### src/rtl/fifo_drain_pkg.sv
// Shared types and default widths for the fifo_drain block.
package fifo_drain_pkg;

  localparam int DATA_W_DEF = 32;
  localparam int LEN_W_DEF  = 16;

  // One FIFO read attempt is REQ then WAIT.
  // OUT holds the captured word until the downstream accepts it.
  typedef enum logic [2:0] {
    IDLE,
    REQ,
    WAIT,
    OUT,
    DONE
  } state_t;

endpackage

### src/rtl/fifo_drain_sum.sv
// Modulo-2^DATA_W accumulator with synchronous clear and add-enable.
// Used by fifo_drain only when FIFO_DRAIN_SUM_EN is defined.
module fifo_drain_sum #(
  parameter int DATA_W = 32
) (
  input  logic              clock,
  input  logic              reset,
  input  logic              clr,
  input  logic              en,
  input  logic [DATA_W-1:0] din,
  output logic [DATA_W-1:0] sum
);

  // Clear has priority, so a new transfer always starts from zero.
  always_ff @(posedge clock or negedge reset) begin
    if (!reset)   sum <= '0;
    else if (clr) sum <= '0;
    else if (en)  sum <= sum + din;
  end

endmodule

### src/rtl/fifo_drain.sv
// fifo_drain: pull-side consumer for a request/valid FIFO read port.
// It forwards a programmed number of words to a ready/valid stream.
// Optional feature: define FIFO_DRAIN_SUM_EN to add the io_sum output.
// io_sum is a running sum of every word delivered in the current transfer.
module fifo_drain
  import fifo_drain_pkg::*;
#(
  parameter int DATA_W = DATA_W_DEF,
  parameter int LEN_W  = LEN_W_DEF
) (
  input  logic              clock,
  input  logic              reset,
  input  logic              io_start,
  input  logic [LEN_W-1:0]  io_len,
  input  logic [DATA_W-1:0] io_fifo_dout,
  input  logic              io_fifo_dout_v,
  output logic              io_fifo_dout_r,
  output logic [DATA_W-1:0] io_out_data,
  output logic              io_out_v,
  input  logic              io_out_r,
  output logic              io_busy,
  output logic              io_done,
  output logic [LEN_W-1:0]  io_count
`ifdef FIFO_DRAIN_SUM_EN
  ,
  output logic [DATA_W-1:0] io_sum
`endif
);

  state_t           state, state_nxt;
  logic [LEN_W-1:0] len_q;
  logic [LEN_W-1:0] count_inc;
  logic             start_ok;
  logic             handshake;

  assign start_ok  = (state == IDLE) && io_start;
  assign handshake = (state == OUT) && io_out_r;
  assign count_inc = io_count + LEN_W'(1);

  // State register.
  always_ff @(posedge clock or negedge reset) begin
    // NOTE: sequential state uses non-blocking assignments only.
    if (!reset) state <= IDLE;
    else        state <= state_nxt;
  end

  // Next-state logic. The FIFO valid input is only looked at in WAIT.
  always_comb begin
    // NOTE: the default comes first, so every path assigns state_nxt and no latch is inferred.
    state_nxt = state;
    case (state)
      IDLE: if (io_start) state_nxt = (io_len != '0) ? REQ : DONE;
      REQ:  state_nxt = WAIT;
      WAIT: state_nxt = io_fifo_dout_v ? OUT : REQ;
      OUT:  if (io_out_r) state_nxt = (count_inc == len_q) ? DONE : REQ;
      DONE: state_nxt = IDLE;
      default: state_nxt = IDLE;
    endcase
  end

  // Control outputs are registered from the next state.
  // This keeps them cycle-aligned with the state they belong to.
  always_ff @(posedge clock or negedge reset) begin
    if (!reset) begin
      io_fifo_dout_r <= 1'b0;
      io_out_v       <= 1'b0;
      io_busy        <= 1'b0;
      io_done        <= 1'b0;
    end else begin
      io_fifo_dout_r <= (state_nxt == REQ);
      io_out_v       <= (state_nxt == OUT);
      io_busy        <= (state_nxt != IDLE);
      io_done        <= (state_nxt == DONE);
    end
  end

  // Datapath: length latch, word capture, delivered-word counter.
  always_ff @(posedge clock or negedge reset) begin
    if (!reset) begin
      len_q       <= '0;
      io_count    <= '0;
      io_out_data <= '0;
    end else begin
      if (start_ok) begin
        len_q    <= io_len;
        io_count <= '0;
      end
      if ((state == WAIT) && io_fifo_dout_v) io_out_data <= io_fifo_dout;
      if (handshake) io_count <= count_inc;
    end
  end

`ifdef FIFO_DRAIN_SUM_EN
  fifo_drain_sum #(.DATA_W(DATA_W)) u_sum (
    .clock (clock),
    .reset (reset),
    .clr   (start_ok),
    .en    (handshake),
    .din   (io_out_data),
    .sum   (io_sum)
  );
`endif

endmodule

### config.mk
export PLATFORM = sky130hd
export DESIGN_NAME = fifo_drain
export DESIGN_NICKNAME = d
export VERILOG_FILES = /design/src/rtl/fifo_drain_pkg.sv /design/src/rtl/fifo_drain_sum.sv /design/src/rtl/fifo_drain.sv
export SDC_FILE = /design/constraint.sdc
export NUM_CORES = 1
export LEC_CHECK = 0
export BUFFER_PORTS_ARGS = -buffer_cell sky130_fd_sc_hd__buf_2
export CAP_MARGIN = 20
export CORE_AREA = 3 3 98 100
export DETAILED_ROUTE_END_ITERATION = 10
export DIE_AREA = 0 0 101 103
export PLACE_DENSITY_LB_ADDON = 0.05
export SYNTH_ARGS = -nofsm -noshare
export SYNTH_HDL_FRONTEND = slang
export SYNTH_HIERARCHICAL = 1
export SYNTH_SLANG_ARGS = --single-unit
### constraint.sdc
create_clock -name clock -period 2 [get_ports clock]
set_clock_uncertainty 0.05 [all_clocks]
set_input_delay 0.1 -clock clock [delete_from_list [all_inputs] [get_ports clock]]
set_output_delay 0.1 -clock clock [all_outputs]
set_load 0.005 [all_outputs]
* After elaboration in Yosys (flattened, before gate mapping) *
Cells that the tools add are included.

operators by class
  multiply operators = 0
  equal/unequal tests = 7
  add/subtract/negate cells = 1
  multiplexer cells = 8
  shift-type cells = 0
  reductions and logical operators = 7
  bitwise gates (word level) = 0
  divide/modulo/power cells = 0
  magnitude comparators = 0

operators by type and width
  kind                   number
  $mux 16                2
  $add 16x1->16 const B  1
  $eq 16x16->1           1
  $reduce_bool 16->1     1
  $mux 3                 4
  $pmux 3 s4             1
  $eq 3x2->1 const B     3
  $eq 3x1->1 const B     2
  $eq 3x3->1 const B     1
  $logic_and 1x1->1      3
  $logic_not 3->1        1
  $reduce_bool 3->1      1
  $mux 2                 1
  $reduce_bool 2->1      1

storage, ports and cells
  memory bits (read-only) = 0
  input port bits = 53
  memory bits (writable) = 0
  register bits after elaboration = 71
  logic and storage cells = 31
  memories = 0
  latch bits = 0
  output and inout bits = 52

* Depth between registers and ports, before layout *
Gate-level depths: netlist of run 1.

  depth in word-level cells = 6
  depth in mapped cells = 7
  gate-level depth less buffers = 7

* Worst setup path after synthesis of run 1 *
OpenSTA, ideal clock, no wires.

  path kind = reg2reg
  start = reg io_count[0]
  end = reg state[0]
  library setup time = 0.087 ns
  setup slack = 0.135 ns
  cell stages (with the launch flop) = 8
  path buffers = 0
  period minus slack after synthesis = 1.865 ns
  required time = 1.863 ns
  arrival time = 1.728 ns
  path through = dfrtp_1 -> ha_1 -> nand3_1 -> xnor2_1 -> nor3b_1 -> o32ai_1 -> nor2_1 -> a211oi_2

on the way
  cells in the longest elaborated chain, start to end = 5

ends and longest elaborated chain
  what                      line              source
  start: declaration        fifo_drain.sv:23  output logic [LEN_W-1:0] io_count
  start signal: assignment  fifo_drain.sv:89  if (handshake) io_count <= count_inc;
  $add 16x1->16             fifo_drain.sv:38  assign count_inc = io_count + LEN_W'(1);
  $eq 16x16->1              fifo_drain.sv:55  OUT: if (io_out_r) state_nxt = (count_inc == len_q) ? DONE : REQ;
  $mux 3 (2 in series)      fifo_drain.sv:55
  $pmux 3 s4                fifo_drain.sv:51  case (state)
  named net state_nxt[0]    fifo_drain.sv:30  state_t state, state_nxt;
  end signal: assignment    fifo_drain.sv:44  else state <= state_nxt;
  end: declaration          fifo_drain.sv:30

The timed path passes the listed nets, and every way through them passes these cells.
A chain may end at the register's enable or synchronous reset.

* Final worst setup path of run 1 *
  start = reg io_count[4]
  end = reg io_done

on the way
  cells in the longest elaborated chain, start to end = 6

ends and longest elaborated chain
  what                    line              source
  $add 16x1->16           fifo_drain.sv:38
  $eq 16x16->1            fifo_drain.sv:55
  $mux 3 (2 in series)    fifo_drain.sv:55
  $pmux 3 s4              fifo_drain.sv:51
  $eq 3x3->1              fifo_drain.sv:73  io_done <= (state_nxt == DONE);
  end signal: assignment  fifo_drain.sv:73
  end: declaration        fifo_drain.sv:22  output logic io_done,

No other way between the ends.

==> summary.txt, run 1 <==
Run status
  – Status: finished, final reports clean

STA
  – Setup violations, final: 0
  – Slew @ Worst Pin: ~0.38 ns
  – Fin crit period: 1.92 ns
  – FMAX: between 500 and 600 MHz
  – Max_slew headroom: 0.747
  – Final Slew Violations: 0
  – Hold Fails Final Rpt: 0
  – Crit share post-route: 0.959
  – Final TNS setup: 0 ns

Worst setup path
  – Largest fanout on the critical path: 5
  – Worst r2r src: io_count[4]
  – Crit path from: io_count[4]
  – R2R depth: 7
  – Reg-to-reg endpoint: io_done
  – Worst setup SP type: flop
  – Critical path data required time: 2.19 ns
  – Critical Path Sink: io_done
  – Kind of end point of the critical path: flop
  – Critical path class: flop to flop
  – Arr. time, crit path: 2.11 ns
  – Reg2reg setup slack: 0.08 ns

Synth
  – Syn_nets: between 300 and 400
  – Top-area cell type share of the netlist area: 0.512
  – Synth area leaders: dfrtp_1 51%, mux2_1 10%, mux2_2 5.2%
  – Async SR Flop Fraction: 1.00
  – Ys Warns: 6
  – EDFF count, synth: 0
  – Post-synthesis cell count: slightly below 300
  – Post-synthesis sequential area ratio: 0.512
  – Netlist Area Pre-Place: roughly 3500 um2
  – Avg Synthesized Cell Area: 11.9 um2
  – Ys flop type: dfrtp_1
  – Yosys reg bits: just over 70
  – Synth area leader: dfrtp_1
  – Synth top cells by count: 71 x dfrtp_1, 32 x mux2_1, 17 x nand2_1, 17 x xnor2_1, 16 x mux2_2
  – Netlist cell types: 47
  – Count leader, synth: dfrtp_1

GRT
  – First-pass GRT wire length: between 10,000 and 15,000 um
  – Antenna violations before repair: 0
  – Largest net degree at the start of global routing: 72
  – Total GRT Usage: 0.172
  – Grt ovf: 0
  – Vias in the first global route: between 2,000 and 3,000

Drt
  – Routed vias: 2,924
  – Iteration-0 DRC Markers: 53
  – Remaining DRCs: 0
  – Antenna Nets Post-Route: 0
  – Via/cell ratio: between 4 and 5
  – First-pass iteration count of the detailed router: 4
  – WL per Instance: 14.7 um
  – WL final: 8710 um

Floorplanning
  – Row Count: 34
  – Core area: just under 9000 um2
  – Die area: about 10,000 um2
  – I/O pin total: roughly 110
  – Starting Density: 0.396
  – Die height: about 100 um
  – Die width: between 100 and 150 um

Min path
  – HP Class: input pin to asynchronous set/reset pin

Power and ir drop
  – Maximum VDD drop: about 0.63 mV
  – P_leak: 2.38 nW
  – Pwr Total: roughly 5.7 mW
  – Power per cell area: 1120 nW/um2

Finish
  – Layout cells sized above 1: 0.406
  – P&R area growth vs syn: 48.3%
  – Layout fillers: 754
  – Final core utilization: 0.588
  – Final nets: ~530
  – N_diodes: 0

Clock tree
  – Clock sink count: a little over 70
  – Worst skew pair latency: between 0.3 and 0.4 ns
  – Max Root-Sink Buffers: 2
  – CTS tree: built
  – H-tree levels: 3
  – Worst-path clk slew: roughly 0.070 ns
  – Clock Root Buffer: clkbuf_8
  – Clock buffer count from CTS: 9

Place
  – PortBufs: approximately 100
  – GP Congestion: roughly 0.74
  – Post-DP HPWL: 5970 um

Flow run
  – Max Cap Viol: 0
[flip-flops by register name, summed over array words and instances, names as in the netlist]
register,count
io_out_data,32
io_count,16
len_q,16
state,3
io_busy,1
io_done,1
io_fifo_dout_r,1
io_out_v,1
[through the flow]
stage / hold slack (ns) / area [um2] / instances / setup slack [ns]
floorplan: -0.246 / 3470 / 293 / 0.135
global placement: 0.112 / 4240 / 512 / -0.000641
detailed placement: 0.111 / 4240 / 512 / -0.0269
CTS: 0.273 / 5000 / 580 / 0.00217
global route: 0.299 / 5150 / 591 / -0.00503
finish: 0.272 / 5150 / 591 / 0.0822
[final cells by class]
| cell class | instances | area (um2) | area share |
|---|---|---|---|
| Sequential cell | 71 | 1780 | 0.347 |
| Inverter | 3 | 11.3 | 0.00219 |
| Clock inverter | 6 | 85.1 | 0.0165 |
| Multi-Input combinational cell | 204 | 1680 | 0.326 |
| Tap cell | 108 | 135 | 0.0262 |
| Clock buffer | 10 | 128 | 0.0248 |
| Timing Repair Buffer | 189 | 1330 | 0.258 |
[report_power, final]
part	leakage [nW]	internal [mW]	total [mW]	switching [mW]
clock	0.102	0.698	1.23	0.530
sequential	0.865	2.01	2.35	0.346
combinational	1.41	1.20	2.17	0.968
[kinds of logic (layout without fill, tap and decap cells)]
| family | after synthesis | after routing | synth area share |
|---|---|---|---|
| buffers and inverters | 19 | 208 | 0.0267 |
| AOI/OAI and AO/OA | 49 | 49 | 0.0944 |
| DFF | 71 | 71 | 0.512 |
| and+or+nand+nor | 81 | 82 | 0.147 |
| muxes | 48 | 48 | 0.156 |
| xor gates and xnor gates | 24 | 24 | 0.0605 |
| adders and majority gates | 1 | 1 | 0.00360 |
[worst min path at each step]
stage,startpoint,end,slack (ns),depth (start not counted)
2_1_floorplan,reset,io_busy,-0.25,0
3_3_place_gp,reset,io_out_data[16],0.11,2
3_5_place_dp,reset,io_out_data[16],0.11,2
4_1_cts,reset,io_out_data[16],0.27,3
5_1_grt,reset,io_out_data[17],0.30,3
6_report,reset,io_out_data[14],0.27,3
[per-layer routing]
metal | track usage | vias up | share of wire
met3 | 0.0419 | 7 | 0.056
met4 | 0.0511 | 0 | 0.0094
met1 | 0.207 | 1392 | 0.43
met5 | 0 | - | 0
li1 | - | 1447 | -
met2 | 0.307 | 78 | 0.50
[cell usage in the layout, fill, tap and decap left out, types with 3 or more instances in the layout]
cell | netlist | routed
buf_4 | 1 | 30
nor3_1 | 6 | 5
xnor2_1 | 17 | 17
o21ai_0 | 14 | 14
mux2_2 | 16 | 16
dfrtp_1 | 71 | 65
o31ai_1 | 7 | 7
nand3_1 | 8 | 7
dfrtp_2 | 0 | 6
clkbuf_8 | 0 | 9
nor4_2 | 2 | 3
mux2_1 | 32 | 32
buf_2 | 8 | 104
buf_12 | 0 | 3
xor2_1 | 7 | 7
and3_1 | 4 | 4
nor4_4 | 2 | 3
nor4_1 | 6 | 4
nor2_1 | 15 | 14
nand2_1 | 17 | 16
inv_1 | 3 | 3
dlygate4sd3_1 | 0 | 52
nand4_1 | 5 | 5
a21oi_1 | 5 | 5
o21ai_1 | 9 | 9
[critical path: stages, from the launching register on]
cell and delay [ns]:
dfrtp_1 0.43, nand4_4 0.21, buf_4 0.20, nor3_2 0.20
o21ai_0 0.15, o311ai_2 0.12, nand4_1 0.21, o32ai_1 0.25
[repair_timing]
| item | CTS | global route |
|---|---|---|
| gates resized for setup | 3 | 14 |
| setup endpoints to repair | 3 | 4 |
| endpoints found under the hold margin | 122 | 0 |
| gates cloned | 0 | 1 |
| buffers inserted | 0 | 9 |
| hold buffers | 52 | 0 |
| pin swaps | 0 | 4 |
No activity file was read; power rests on OpenSTA's default activity.
==> run 2: changes to the inputs <==
Settings changed: CORE_AREA 3 3 98 100 to 3 3 81 121, DIE_AREA 0 0 101 103 to 0 0 84 124, MAX_ROUTING_LAYER set to met4.
==> summary.txt, run 2 (synthesized netlist as in run 1, its figures left out) <==
Run status
  – Status: finished, final reports clean

Finish
  – Final nets: around 530
  – Most flops, register: io_out_data
  – Most frequent cells in the layout: 104 x buf_2, 68 x dfrtp_1, 51 x dlygate4sd3_1, 32 x mux2_1, 27 x buf_4
  – Top flop regs: io_out_data (32), io_count (16), len_q (16)
  – Layout cells sized above 1: 0.404
  – Fin cells: between 500 and 600
  – Largest register FFs: 32
  – Most common cell after layout, fill and taps aside: buf_2
  – N_diodes: 0
  – P&R area growth vs syn: 50.8%
  – Final core utilization: 0.589

Place
  – GP Congestion: 0.764
  – Placed cell count: 519
  – Post-DP HPWL: between 6000 and 7000 um
  – PortBufs: between 100 and 150

Clock tree
  – Max Root-Sink Buffers: 2
  – Clock sink count: between 70 and 80
  – Worst skew pair latency: 0.32 ns
  – Clock Root Buffer: clkbuf_16
  – H-tree levels: 3
  – CTS tree: built
  – Worst-path clk slew: approximately 0.05 ns
  – Clock buffer count from CTS: 9

Power and ir drop
  – P_leak: approximately 2.4 nW
  – Power per cell area: approximately 1200 nW/um2
  – Flop pwr share: 0.388
  – Maximum VDD drop: approximately 0.60 mV
  – Switch share: 0.316
  – Internal Power: about 4.1 mW
  – Comb power frac: 0.378
  – Net Switching: between 1.5 and 2 mW
  – Clock power share: 0.234

Worst setup path
  – CP max-delay cell: dlygate4sd3_1
  – Arr. time, crit path: between 2 and 2.5 ns
  – Worst setup SP type: input pin
  – CP Cell Sequence: dlygate4sd3_1 -> buf_2 -> nor4_1 -> nand4_1 -> a31oi_1 -> a2111o_1 -> a21oi_1
  – Buf/Inv on CP: 2
  – Critical path data required time: 2.15 ns
  – Critical path class: input pin to flop
  – Largest fanout on the critical path: 3
  – Slowest stage delay, CP: between 0.5 and 0.6 ns
  – Kind of end point of the critical path: flop
  – Cell family with most CP delay: simple AND/OR/NAND/NOR gates

GRT
  – Total GRT Usage: 0.182
  – First-pass GRT wire length: approximately 15,000 um
  – Met3 GRT Util: 0.0225
  – Gr busiest metal: met2
  – Antenna violations before repair: 0
  – M1 GR Usage: 0.216
  – Largest net degree at the start of global routing: 72
  – Met2 usage: 0.319
  – Vias in the first global route: 2,961
  – Grt ovf: 0

Drt
  – Iteration-0 DRC Markers: 84
  – WL final: 8980 um
  – WL per Instance: ~15 um
  – Antenna Nets Post-Route: 0
  – First-pass iteration count of the detailed router: 4
  – Via/cell ratio: about 5.0
  – Routed vias: between 2,000 and 3,000
  – Remaining DRCs: 0

STA
  – FMAX: between 500 and 600 MHz
  – Slew @ Worst Pin: roughly 0.58 ns
  – Fin crit period: slightly below 2 ns
  – RSZ-0062 raised after global routing: true
  – Max_slew headroom: 0.615
  – Hold Fails Final Rpt: 0
  – Setup violations, final: 0
  – Crit share post-route: 0.977
  – Final Slew Violations: 0

Floorplanning
  – Starting Density: 0.391
  – Core area: 8880 um2
  – I/O pin total: ~110
  – Row Count: 42
  – Die height: roughly 120 um
  – Die area: roughly 10,000 um2
  – Die width: 84 um

Flow run
  – Max Cap Viol: 0

Min path
  – HP Class: input pin to flop
## run 2: worst paths after layout
path / slack, ns / startpoint / to / depth (start not counted)
setup / recovery: 0.05 / io_len[2] / io_fifo_dout_r / 7
hold / removal: 0.02 / io_fifo_dout_v / state[1] / 3
setup reg to reg: 0.05 / io_count[0] / io_done / 8
hold reg to reg: 0.43 / io_out_data[2] / io_out_data[2] / 1
max in group asynchronous: 1.29 / reset / io_count[7] / 3
min in group asynchronous: 0.28 / reset / len_q[0] / 3
## run 2: layout make-up
class / count / area, um2
Fill cell: 776 / 3650
Sequential cell: 71 / 1780
Multi-Input combinational cell: 203 / 1700
Timing Repair Buffer: 189 / 1340
Clock buffer: 11 / 243
Tap cell: 110 / 138
Clock inverter: 3 / 21.3
Inverter: 3 / 11.3
## run 2: through the flow
| step | instance area [um2] | setup WS, ns | hold WS [ns] | power (mW) | setup TNS, ns |
|---|---|---|---|---|---|
| global route | 5240 | -0.0760 | 0.0294 | 6.45 | -0.0838 |
| floorplan | 3470 | 0.135 | -0.246 | 3.55 | 0 |
| finish | 5240 | 0.0457 | 0.0249 | 6.04 | 0 |
| detailed placement | 4290 | -0.130 | 0.113 | 4.46 | -0.256 |
| global placement | 4280 | -0.103 | 0.111 | 4.39 | -0.207 |
| CTS | 5090 | 0.0161 | 0.0110 | 6.00 | 0 |
## run 2: per-layer routing
metal | vias to the layer above | part of all wire
li1 | 1443 | -
met1 | 1412 | 0.43
met2 | 68 | 0.52
met3 | 9 | 0.037
met4 | 0 | 0.011
met5 | - | 0
## run 2: worst min-delay path: cells and delay by family
kind	cells	cell delay (ns)
buffers and inverters	1	0.11
AND/OR/NAND/NOR	1	0.07
AO/OA/AOI/OAI	1	0.07
## run 2: power groups by stage
stage,clock network [mW],logic (mW),registers (mW)
after floorplan,0,1.19,2.37
after global placement,0,2.05,2.34
after detailed placement,0,2.10,2.37
after CTS,1.47,2.19,2.34
after global routing,1.51,2.51,2.42
final,1.41,2.28,2.34
## run 2: timing repair
action,CTS,global route
setup buffers,0,6
pin swaps,0,10
endpoints found under the setup margin,3,4
resized for setup,5,17
hold endpoints to repair,121,0
hold buffers,51,0
